File: src/rtl/memoria_principal.sv
// memoria_principal -- main-memory responder behind the memoriaCache memory port.
//
// Services three kinds of request over a req/ready/ack handshake:
//   - plain read  (wren=0, writeBack=0): data_out <= mem[address]
//   - plain write (wren=1, writeBack=0): mem[address] <= data, data_out <= data
//   - write-back  (writeBack=1)        : mem[wb_address] <= wb_data, then a read
//                                        of address (wren and data ignored)
// Each memory access takes LATENCY clock edges. A write-back performs two of them.
//
// Ports:
//   clock       rising-edge clock
//   resetn      synchronous reset, active low
//   req         request strobe, only sampled while ready=1
//   wren        write select for a plain request
//   writeBack   selects the write-back-then-read sequence; overrides wren
//   address     read/write address
//   data        write data for a plain write
//   wb_address  victim line address
//   wb_data     victim line data
//   ready       idle indicator (combinational, state==IDLE)
//   ack         one-cycle completion pulse (registered)
//   data_out    read result, or written word for a plain write; held until next ack
//
// Optional build macro MEMORIA_ACCESS_COUNT_EN adds read_count[7:0] and
// write_count[7:0], saturating counters of memory accesses.

module memoria_principal #(
  parameter int ADDR_W  = 5,
  parameter int DATA_W  = 3,
  parameter int LATENCY = 2   // legal range 1..15
) (
  input  logic              clock,
  input  logic              resetn,
  input  logic              req,
  input  logic              wren,
  input  logic              writeBack,
  input  logic [ADDR_W-1:0] address,
  input  logic [DATA_W-1:0] data,
  input  logic [ADDR_W-1:0] wb_address,
  input  logic [DATA_W-1:0] wb_data,
  output logic              ready,
  output logic              ack,
  output logic [DATA_W-1:0] data_out
`ifdef MEMORIA_ACCESS_COUNT_EN
  ,
  output logic [7:0]        read_count,
  output logic [7:0]        write_count
`endif
);

  localparam int         DEPTH      = 1 << ADDR_W;
  localparam logic [3:0] CNT_RELOAD = 4'(LATENCY - 1);

  typedef enum logic [2:0] {
    S_IDLE,
    S_WB_WAIT,
    S_WR_WAIT,
    S_RD_WAIT,
    S_ACK
  } state_t;

  state_t              state_q, state_d;
  logic [3:0]          counter_q, counter_d;
  logic                ack_q, ack_d;
  logic [DATA_W-1:0]   data_out_q, data_out_d;

  // Request fields captured at the accept edge; the live inputs are ignored
  // afterwards so the cache may change them freely while we are busy.
  logic [ADDR_W-1:0]   addr_q;
  logic [DATA_W-1:0]   data_q;
  logic [ADDR_W-1:0]   wb_addr_q;
  logic [DATA_W-1:0]   wb_data_q;

  // The memory is re-initialised by reset, so it is built from registers
  // rather than a RAM primitive; the read is still captured into data_out_q.
  logic [DATA_W-1:0]   mem_q [DEPTH];

  logic                accept;
  logic                mem_we;
  logic [ADDR_W-1:0]   mem_waddr;
  logic [DATA_W-1:0]   mem_wdata;

  // Next-state and datapath control.
  always_comb begin
    state_d    = state_q;
    counter_d  = counter_q;
    ack_d      = 1'b0;
    data_out_d = data_out_q;
    accept     = 1'b0;
    mem_we     = 1'b0;
    mem_waddr  = addr_q;
    mem_wdata  = data_q;

    case (state_q)
      S_IDLE: begin
        if (req) begin
          accept    = 1'b1;
          counter_d = CNT_RELOAD;
          if (writeBack)   state_d = S_WB_WAIT;
          else if (wren)   state_d = S_WR_WAIT;
          else             state_d = S_RD_WAIT;
        end
      end
      S_WB_WAIT: begin
        if (counter_q == 4'd0) begin
          mem_we    = 1'b1;
          mem_waddr = wb_addr_q;
          mem_wdata = wb_data_q;
          counter_d = CNT_RELOAD;   // second access: the fill read
          state_d   = S_RD_WAIT;
        end else begin
          counter_d = counter_q - 4'd1;
        end
      end
      S_WR_WAIT: begin
        if (counter_q == 4'd0) begin
          mem_we     = 1'b1;
          data_out_d = data_q;
          ack_d      = 1'b1;
          state_d    = S_ACK;
        end else begin
          counter_d = counter_q - 4'd1;
        end
      end
      S_RD_WAIT: begin
        if (counter_q == 4'd0) begin
          // Any victim write of this transaction landed on an earlier edge,
          // so a matching address already reads back wb_data here.
          data_out_d = mem_q[addr_q];
          ack_d      = 1'b1;
          state_d    = S_ACK;
        end else begin
          counter_d = counter_q - 4'd1;
        end
      end
      S_ACK: begin
        state_d = S_IDLE;
      end
      default: begin
        state_d = S_IDLE;
      end
    endcase
  end

  always_ff @(posedge clock) begin
    if (!resetn) begin
      state_q    <= S_IDLE;
      counter_q  <= 4'd0;
      ack_q      <= 1'b0;
      data_out_q <= '0;
      addr_q     <= '0;
      data_q     <= '0;
      wb_addr_q  <= '0;
      wb_data_q  <= '0;
      for (int i = 0; i < DEPTH; i++) begin
        mem_q[i] <= DATA_W'(i);     // i mod 2^DATA_W
      end
    end else begin
      state_q    <= state_d;
      counter_q  <= counter_d;
      ack_q      <= ack_d;
      data_out_q <= data_out_d;
      if (accept) begin
        addr_q    <= address;
        data_q    <= data;
        wb_addr_q <= wb_address;
        wb_data_q <= wb_data;
      end
      if (mem_we) begin
        mem_q[mem_waddr] <= mem_wdata;
      end
    end
  end

  assign ready    = (state_q == S_IDLE);
  assign ack      = ack_q;
  assign data_out = data_out_q;

`ifdef MEMORIA_ACCESS_COUNT_EN
  logic [7:0] read_count_q;
  logic [7:0] write_count_q;
  logic       rd_event;

  assign rd_event = (state_q == S_RD_WAIT) && (counter_q == 4'd0);

  always_ff @(posedge clock) begin
    if (!resetn) begin
      read_count_q  <= 8'd0;
      write_count_q <= 8'd0;
    end else begin
      if (rd_event && (read_count_q != 8'hFF)) begin
        read_count_q <= read_count_q + 8'd1;
      end
      if (mem_we && (write_count_q != 8'hFF)) begin
        write_count_q <= write_count_q + 8'd1;
      end
    end
  end

  assign read_count  = read_count_q;
  assign write_count = write_count_q;
`endif

endmodule

File: config.mk
export PLATFORM = sky130hd
export DESIGN_NAME = memoria_principal
export DESIGN_NICKNAME = d
export VERILOG_FILES = /design/src/rtl/memoria_principal.sv
export SDC_FILE = /design/constraint.sdc
export NUM_CORES = 1
export LEC_CHECK = 0
export BUFFER_PORTS_ARGS = -buffer_cell sky130_fd_sc_hd__buf_4
export CORE_ASPECT_RATIO = 1.75
export CORE_MARGIN = 8
export CORE_UTILIZATION = 55
export CTS_BUF_LIST = sky130_fd_sc_hd__clkbuf_4 sky130_fd_sc_hd__clkbuf_8
export DETAILED_ROUTE_END_ITERATION = 8
export PLACE_DENSITY = 0.75
export SETUP_SLACK_MARGIN = 0.5
export SYNTH_ARGS = -nofsm -noshare
export SYNTH_HDL_FRONTEND = slang
export SYNTH_SLANG_ARGS = --single-unit
File: constraint.sdc
create_clock -name clock -period 2 [get_ports clock]
set_input_delay 0 -clock clock [delete_from_list [all_inputs] [get_ports clock]]
set_output_delay 0 -clock clock [all_outputs]
set_load 0.1 [all_outputs]
==> results.py, run 1 <==
metrics = {
    "global_route": {
        "grt.overflow.total": 0,
        "antenna_found_initial": 0,
        "grt_pass1_vias": 5958,
        "grt_pass1_wl_um": 32150,
        "grt_util_all_layers": 0.2682,
        "grt_max_degree": 35,
    },
    "sta": {
        "timing.final.max_slew_violations": 0,
        "rsz0062_at_grt": "yes",
        "fin_ws_ns": -0.7380,
        "relSlewSlack": 0.3788,
        "setup_viol": 194,
        "max_freq_mhz": 365.2,
        "min_period_over_period": 1.369,
        "fin_skew_ns": 0.01545,
        "tightest_slew_ns": 0.9232,
        "layout_min_cycle_time_ns": 2.738,
        "hold_viol": 0,
    },
    "placed_design": {
        "gpl.final_weighted_congestion": 0.8945,
        "post-place-cells": 805,
        "io_buffers": 25,
        "dp_hpwl_um": 13300,
    },
    "synth": {
        "ys_seq_area_frac": 0.5412,
        "async_flop_share": 0,
        "yosysUniqueCellTypes": 56,
        "yosysTopAreaCellShare": 0.4428,
        "yosys-top-cells-area": "edfxtp_1 44%, dfxtp_1 9.8%, mux2i_1 6.8%",
        "ys.flop_type": "edfxtp_1",
        "syn_area_um2": 6510,
        "synth_seq_cells": 128,
        "netlist_instances": 607,
        "synth_edf_count": 96,
        "synth_warnings": 0,
        "syn-num-nets": 630,
        "avgSynthCellArea_um2": 10.72,
        "synth_top_cell_by_area": "edfxtp_1",
    },
    "clocking": {
        "clkSlewWorstSetupHoldPaths_ns": 0.08,
        "h-tree-depth": 4,
        "cts-root-buf": "clkbuf_8",
        "clk_latency_ns": 0.46,
        "clockBufferDepth": 2,
        "cts_num_sinks": 128,
        "cts_tree": "built",
        "tritoncts.num_buffers": 17,
    },
    "floorplan": {
        "die_width_um": 98.24,
        "initial_core_util": 0.5621,
        "ioPinCount": 26,
        "core_um2": 11580,
        "fp-row-count": 52,
        "fp.dieH_um": 159.9,
        "dieArea_um2": 15710,
    },
    "setup_path": {
        "cp.required_ns": 2.28,
        "crit_type": "flop to flop",
        "crit_arrival_ns": 3.02,
        "path_max_fanout": 5,
        "worstSetupStartpointType": "flop",
        "critPathCaptureType": "flop",
    },
    "detailed_routing": {
        "drc": 0,
        "drt-vias-per-instance": 7.276,
        "drt_iter0_markers": 850,
        "firstDrtPassIters": 5,
        "routed_wl_um": 27710,
        "antenna_left": 0,
        "avgRoutedWirePerCell_um": 30.99,
        "vias": 6505,
    },
    "power_and_ir_drop": {
        "p_per_area_nw_per_um2": 1104,
        "finalPower_w": 0.01069,
        "vdd_drop_max_uv": 1127,
        "leakage_nw": 3.190,
    },
    "final_layout": {
        "final_common_cell": "edfxtp_1",
        "fin_cells": 894,
        "diodes": 0,
        "nets": 769,
        "drive_above_1_share": 0.4809,
        "most-common-layout-cells": "96 x edfxtp_1, 94 x buf_4, 57 x nand2_1",
        "syn_to_final_growth_pct": 48.84,
    },
    "run": {
        "cap_violations": 0,
    },
    "status": {
        "status": "complete, but fails checks",
        "violations": "negative setup slack",
    },
    "hold_path": {
        "min_path_type": "input pin to flop",
    },
}
## path summary, 6_finish.rpt
path,startpoint,endpoint,slack (ns),depth (start not counted)
setup / recovery,counter_q[0],mem_q[4][0],-0.74,9
hold / removal,req,state_q[0],0.1,5
setup reg to reg,counter_q[0],mem_q[4][0],-0.74,9
hold reg to reg,wb_addr_q[3],wb_addr_q[3],0.50,2
## synthesized netlist by cell type, types with 3 or more instances
cell type  number
a21oi_1        37
a22oi_1        18
a31oi_1         9
and2_1          6
and3_1          7
buf_2          21
buf_4           3
buf_6           3
clkbuf_1       17
dfxtp_1        32
edfxtp_1       96
inv_1           6
mux2i_1        44
mux4_2          6
nand2_1        72
nand2b_1       15
nand3_1        30
nand3b_1        6
nand4_1         3
nor2_1         37
nor2b_1         5
nor3_1         31
nor3b_1        11
nor4_1          4
o21a_1          4
o21ai_0        35
o2bb2ai_1       3
o31ai_1         4
o31ai_4         3
or3_1           3
xor2_1          3
## cell type report
class,count,area (um^2)
clock buffer,21,276.5
clock inverter,11,135.1
fill,459,1892
inverter,6,22.52
multi-input combinational,426,3832
sequential,128,3531
tap,135,168.9
timing repair buffer,167,1723
## per-layer routing
metal | track usage | wire (um) | vias to the layer above
met5 | 0 | 0 | -
li1 | - | - | 2535
met2 | 0.4915 | 13290 | 620
met3 | 0.06313 | 2861 | 273
met4 | 0.1968 | 3061 | 0
met1 | 0.2518 | 8496 | 3077
## through the flow
step / area [um^2] / setup slack [ns] / setup TNS, ns / utilization / hold slack [ns]
4_1_cts: 8786 / -0.1227 / -8.625 / 0.7586 / 0.02701
5_1_grt: 9689 / -0.8447 / -49.48 / 0.8366 / 0.1186
3_3_place_gp: 7584 / -0.1443 / -10.05 / 0.6548 / 0.2462
2_1_floorplan: 6780 / -0.05929 / -1.841 / - / 0.1360
6_report: 9689 / -0.7380 / -40.81 / 0.8366 / 0.09650
3_5_place_dp: 7584 / -0.2176 / -20.52 / 0.6548 / 0.2568
## timing repair
| item | CTS | global route |
|---|---|---|
| hold buffers | 18 | 0 |
| pin swaps | 14 | 54 |
| setup buffers | 15 | 15 |
| resized for setup | 72 | 159 |
| gates cloned | 4 | 5 |
| endpoints found under the hold margin | 23 | 0 |
| setup endpoints to repair | 224 | 225 |
## flip-flops by register name (all words and copies together) (netlist names), named ones only
| name | flops |
|---|---|
| addr_q | 5 |
| data_q | 3 |
| wb_data_q | 3 |
| ack | 1 |
| data_out | 3 |
| counter_q | 4 |
| wb_addr_q | 5 |
| mem_q | 96 |
| state_q | 3 |
## report_power, final
| part | leakage (nW) | internal [W] | switching [W] | total (W) |
|---|---|---|---|---|
| clock network | 0.222 | 0.00132 | 0.00110 | 0.00242 |
| logic | 1.88 | 0.00206 | 0.00292 | 0.00498 |
| registers | 1.08 | 0.00304 | 0.000256 | 0.00330 |
| total | 3.19 | 0.00642 | 0.00428 | 0.0107 |
## critical path: stages (launching register included)
cell and delay [ns]:
dfxtp_2 0.34, inv_2 0.08, ha_4 0.13, nor3b_4 0.26
nand2_4 0.17, buf_12 0.18, nor4_1 0.76, a31oi_2 0.18
buf_4 0.22, nor3_1 0.22
## cell families (layout without fill, tap and decap cells)
kind of cell / Yosys count / after routing / synth area share
and+or+nand+nor: 248 / 248 / 0.1980
DFF: 128 / 128 / 0.5412
AOI/OAI and AO/OA: 122 / 122 / 0.1195
buffers and inverters: 53 / 205 / 0.04151
muxes: 51 / 51 / 0.09187
xor gates and xnor gates: 3 / 3 / 0.004037
adders and majority gates: 2 / 2 / 0.003843
(Power assumes the default switching activity.)
==> inputs of run 2 (changes only) <==
Settings changed: CORE_UTILIZATION 55 to 37, PLACE_DENSITY 0.75 to not set, SLEW_MARGIN set to 10.
==> run 2 against run 1 <==
Effect of this change:
- the run still ends with negative setup slack left
- fmax up 28%
- combinational power down 13%
- first-iteration DRC count down 64%
- clock skew down 0.0035 ns
- via count down 15%
- count of clock-buffer cells in the layout down 2
- non-clock buffer count up 13
- total power down 7.2%
- cell count up 12%
- utilization down 29 points
- largest power group unchanged
==> results.py, run 2 (synthesis gave the netlist of run 1 again) <==
metrics = {
    "status": {
        "status": "complete, but fails checks",
        "violations": "negative setup slack",
    },
    "setup_path": {
        "path_buf_inv": 1,
        "cp.required_ns": 2.13,
        "reg2reg_to": "mem_q[29][1]",
        "rr_worst_depth": 7,
        "crit_type": "flop to flop",
        "path_max_fanout": 6,
        "critPathCaptureType": "flop",
        "crit_slowest_cell": "or3b_4",
        "critPathTopFamily": "simple AND/OR/NAND/NOR gates",
        "crit_arrival_ns": 2.26,
        "critPathMaxStageDelay_ns": 0.46,
        "worstSetupStartpointType": "flop",
        "path_cells": "inv_2, ha_4, or3b_4, nor2_8, and3_4, a31oi_4, o31ai_4",
        "r2r_start": "counter_q[1]",
        "r2r_slack_ns": -0.13,
    },
    "detailed_routing": {
        "vias": 5536,
        "drt_iter0_markers": 305,
        "routed_wl_um": 20770,
        "antenna_left": 0,
        "drc": 0,
        "avgRoutedWirePerCell_um": 20.68,
        "firstDrtPassIters": 5,
        "drt-vias-per-instance": 5.514,
    },
    "run": {
        "cap_violations": 0,
    },
    "floorplan": {
        "dieArea_um2": 22260,
        "fp-row-count": 64,
        "initial_core_util": 0.3746,
        "fp.dieH_um": 191.5,
        "die_width_um": 116.3,
        "ioPinCount": 26,
        "core_um2": 17380,
    },
    "hold_path": {
        "min_path_type": "input pin to flop",
        "whs_path_depth": 5,
        "hold_end": "state_q[0]",
        "min_from": "req",
    },
    "sta": {
        "hold_slack_ns": 0.06087,
        "relSlewSlack": 0.4506,
        "layout_min_cycle_time_ns": 2.131,
        "hold_viol": 0,
        "setup_viol": 166,
        "timing.final.max_slew_violations": 0,
        "rsz0062_at_grt": "yes",
        "min_period_over_period": 1.065,
        "fin_ws_ns": -0.1309,
        "max_freq_mhz": 469.3,
        "tightest_slew_ns": 0.8241,
        "fin_skew_ns": 0.01191,
    },
    "clocking": {
        "clkSlewWorstSetupHoldPaths_ns": 0.08,
        "clockBufferDepth": 2,
        "h-tree-depth": 4,
        "cts-root-buf": "clkbuf_8",
        "tritoncts.num_buffers": 17,
        "cts_tree": "built",
        "cts_num_sinks": 128,
        "clk_latency_ns": 0.45,
    },
    "placed_design": {
        "io_buffers": 25,
        "post-place-cells": 923,
        "place_area_um2": 7856,
        "gpl.final_weighted_congestion": 0.8653,
        "dp_hpwl_um": 14430,
    },
    "final_layout": {
        "drive_above_1_share": 0.4592,
        "syn_to_final_growth_pct": 46.95,
        "largest_reg_flops": 96,
        "fin_cells": 1004,
        "nets": 783,
        "largest_register": "mem_q",
        "final_common_cell": "buf_4",
        "diodes": 0,
        "most-common-layout-cells": "116 x buf_4, 96 x edfxtp_1, 62 x nand2_1",
        "reg_top3": "mem_q x96, addr_q x5, wb_addr_q x5",
        "postLayoutCellArea_um2": 9567,
    },
    "global_route": {
        "grt_max_degree": 35,
        "grt_pass1_wl_um": 31390,
        "antenna_found_initial": 0,
        "grt.overflow.total": 0,
        "grt_pass1_vias": 5899,
        "grt_util_all_layers": 0.1922,
    },
    "power_and_ir_drop": {
        "p_per_area_nw_per_um2": 1037,
        "leakage_nw": 3.151,
        "vdd_drop_max_uv": 1151,
        "finalPower_w": 0.009921,
    },
}
-- run 2: cell count changes in the layout (fill, tap and decap cells not counted), sizes merged --
cell,previous run,this run
nor2,38,39
clkinv,4,7
buf,146,162
clkbuf,24,19
clkinvlp,0,2
inv,10,7
-- run 2: cell type report --
type / instances / area, um^2
Inverter: 6 / 22.52
Timing Repair Buffer: 180 / 1695
Sequential cell: 128 / 3535
Multi-Input combinational cell: 427 / 3612
Clock inverter: 13 / 163.9
Tap cell: 231 / 289.0
Fill cell: 1463 / 7810
Clock buffer: 19 / 249.0
-- run 2: how the worst max path moves through the flow --
stage,cells past startpoint,endpoint,slack (ns),from
after floorplan,8,mem_q[29][0],-0.06,counter_q[1]
final,7,mem_q[29][1],-0.13,counter_q[1]
after detailed placement,7,mem_q[28][0],-0.24,counter_q[1]
after global placement,7,mem_q[28][1],-0.15,counter_q[1]
after global routing,10,mem_q[21][2],-0.20,counter_q[1]
after CTS,8,mem_q[5][2],-0.11,counter_q[1]
-- run 2: routing by layer --
metal / share of wire / up-vias / GRT usage
met4: 0.053 / 0 / 0.1219
li1: - / 2554 / -
met1: 0.34 / 2723 / 0.1779
met5: 0 / - / 0
met2: 0.57 / 193 / 0.3679
met3: 0.038 / 66 / 0.03606
-- run 2: power breakdown --
group	switching (W)	total [W]	internal, W
Combinational	0.00242	0.00434	0.00192
Clock	0.00106	0.00232	0.00126
Sequential	0.000212	0.00325	0.00304
-- run 2: stage by stage --
step / setup TNS (ns) / setup slack (ns) / utilization
2_1_floorplan: -1.841 / -0.05929 / -
3_3_place_gp: -10.73 / -0.1536 / 0.4521
3_5_place_dp: -16.52 / -0.2399 / 0.4521
4_1_cts: -7.896 / -0.1145 / 0.5256
5_1_grt: -21.28 / -0.1966 / 0.5505
6_report: -8.766 / -0.1309 / 0.5505
-- run 2: worst reg2reg max path, delay by kind of cell, from the launching register on --
kind                       cells  cell delay (ns)
AOI/OAI and AO/OA              2             0.40
buffers and inverters          1             0.08
adders and majority gates      1             0.13
and+or+nand+nor                3             0.88
DFF                            1             0.33
-- run 2: what timing repair did --
action,4_1_cts,5_1_grt
pin swaps,35,23
resized for setup,106,72
setup buffers,18,8
endpoints found under the hold margin,23,0
endpoints found under the setup margin,213,217
cloned,4,1
hold buffers,18,0
==> inputs of run 3 (changes only) <==
Settings changed: RECOVER_POWER set to 100.
==> run 3 against run 2 <==
Effect of this change:
- the run still ends with negative setup slack left
- flip-flop and latch count stayed put
- non-clock buffer count did not move
- combinational power down 2%
- die area stayed put
- worst hold slack worse by 0.010 ns
- first-iteration DRC count shrank 3.6%
- clock skew down 0.0018 ns
- fmax increased by 0.19%
- sequential power is essentially flat
- critical path type unchanged
- highest routed layer unchanged
==> results.py, run 3 (synthesis gave the netlist of run 1 again) <==
metrics = {
    "detailed_routing": {
        "drt-vias-per-instance": 5.490,
        "drc": 0,
        "routed_wl_um": 20720,
        "drt_iter0_markers": 294,
        "firstDrtPassIters": 5,
        "antenna_left": 0,
        "vias": 5512,
        "avgRoutedWirePerCell_um": 20.64,
    },
    "final_layout": {
        "most-common-layout-cells": "109 x buf_4, 96 x edfxtp_1, 63 x nand2_1",
        "largest_reg_flops": 96,
        "syn_to_final_growth_pct": 46.05,
        "final_util": 0.5472,
        "nets": 783,
        "final_common_cell": "buf_4",
        "drive_above_1_share": 0.4450,
        "reg_top3": "mem_q x96, addr_q x5, wb_addr_q x5",
        "largest_register": "mem_q",
        "diodes": 0,
    },
    "sta": {
        "min_period_over_period": 1.063,
        "tightest_slew_ns": 1.186,
        "relSlewSlack": 0.2130,
        "layout_min_cycle_time_ns": 2.127,
        "rsz0062_at_grt": "yes",
        "hold_viol": 0,
        "fin_skew_ns": 0.01014,
        "setup_tns_ns": -8.471,
        "fin_ws_ns": -0.1269,
        "timing.final.max_slew_violations": 0,
        "setup_viol": 165,
        "max_freq_mhz": 470.2,
    },
    "placed_design": {
        "gpl.final_weighted_congestion": 0.8653,
        "io_buffers": 25,
        "dp_hpwl_um": 14430,
        "pre_cts_slack_ns": -0.2399,
    },
    "global_route": {
        "grt_pass1_vias": 5899,
        "grt_util_all_layers": 0.1922,
        "antenna_found_initial": 0,
        "grt_pass1_wl_um": 31390,
        "grt.overflow.total": 0,
        "grt_max_degree": 35,
    },
    "floorplan": {
        "fp-row-count": 64,
        "die_width_um": 116.3,
        "initial_core_util": 0.3746,
        "core_um2": 17380,
        "fp.dieH_um": 191.5,
        "ioPinCount": 26,
        "dieArea_um2": 22260,
    },
    "clocking": {
        "clkSlewWorstSetupHoldPaths_ns": 0.08,
        "cts_num_sinks": 128,
        "h-tree-depth": 4,
        "clockBufferDepth": 2,
        "clk_latency_ns": 0.46,
        "cts-root-buf": "clkbuf_8",
        "cts_tree": "built",
        "tritoncts.num_buffers": 17,
    },
    "setup_path": {
        "cp.required_ns": 2.13,
        "crit_arrival_ns": 2.26,
        "worstSetupStartpoint": "counter_q[1]",
        "critPathMaxStageDelay_ns": 0.46,
        "critPathCaptureType": "flop",
        "path_cells": "inv_2, ha_4, or3b_4, nor2_8, and3_4, a31oi_4, o31ai_4",
        "crit_type": "flop to flop",
        "path_max_fanout": 6,
        "worstSetupStartpointType": "flop",
        "crit_slowest_cell": "or3b_4",
        "r2r_start": "counter_q[1]",
    },
    "hold_path": {
        "min_path_type": "input pin to flop",
        "min_from": "req",
    },
    "power_and_ir_drop": {
        "leakage_nw": 3.118,
        "p_per_area_nw_per_um2": 1035,
        "vdd_drop_max_uv": 1108,
    },
    "status": {
        "violations": "negative setup slack",
        "status": "complete, but fails checks",
    },
    "run": {
        "cap_violations": 0,
    },
}
-- run 3: cell count changes in the layout (fill, tap and decap cells not counted), moves of 2 or more --
cell      before  now
a21oi_2        7    5
clkbuf_2       0    4
buf_4        116  109
clkbuf_1       0    6
buf_6         33   30
a21oi_1       27   29
-- run 3: metrics by stage --
stage | instance area [um^2] | std cells | power [W] | hold WS [ns]
after floorplan | 6780 | 607 | 0.005294 | 0.1360
after global placement | 7856 | 923 | 0.006432 | 0.2466
after detailed placement | 7856 | 923 | 0.006502 | 0.2562
after CTS | 9134 | 995 | 0.009478 | 0.02650
after global routing | 9508 | 1004 | 0.01021 | 0.09777
final | 9508 | 1004 | 0.009841 | 0.05048
-- run 3: final timing paths --
kind | endpoint | slack [ns] | depth (start not counted)
setup reg to reg | mem_q[29][1] | -0.13 | 7
setup / recovery | mem_q[29][1] | -0.13 | 7
hold reg to reg | wb_addr_q[3] | 0.48 | 2
hold / removal | state_q[0] | 0.05 | 5
-- run 3: power breakdown --
part | internal [W] | leakage, nW | total, W | switching (W)
registers | 0.00304 | 1.08 | 0.00325 | 0.000210
logic | 0.00185 | 1.83 | 0.00426 | 0.00241
clock network | 0.00126 | 0.207 | 0.00233 | 0.00107
-- run 3: area by class of cell --
type                    count  area, um^2
fillers                  1475        7869
multi-input cells         427        3597
flip-flops and latches    128        3535
repair buffers            180        1652
well taps                 231       289.0
clock buffers              19       249.0
clock inverters            13       163.9
inverters                   6       22.52
-- run 3: worst max-delay path: cells and delay by family, from the launching register on --
family          cells  cell delay, ns
compound gates      2            0.39
fa+ha+maj           1            0.13
buf+inv             1            0.08
flops               1            0.33
simple gates        3            0.88
-- run 3: what timing repair did --
item / in CTS / in global routing
setup buffers: 18 / 8
hold buffers: 18 / 0
pin swaps: 35 / 23
gates cloned: 4 / 1
hold endpoints to repair: 23 / 0
gates resized for setup: 106 / 72
setup endpoints to repair: 213 / 217
-- run 3: per-layer routing --
| metal | part of all wire | routed length (um) | track usage |
|---|---|---|---|
| met5 | 0 | 0 | 0 |
| met4 | 0.057 | 1177 | 0.1219 |
| met3 | 0.036 | 742 | 0.03606 |
| met2 | 0.56 | 11680 | 0.3679 |
| met1 | 0.34 | 7115 | 0.1779 |
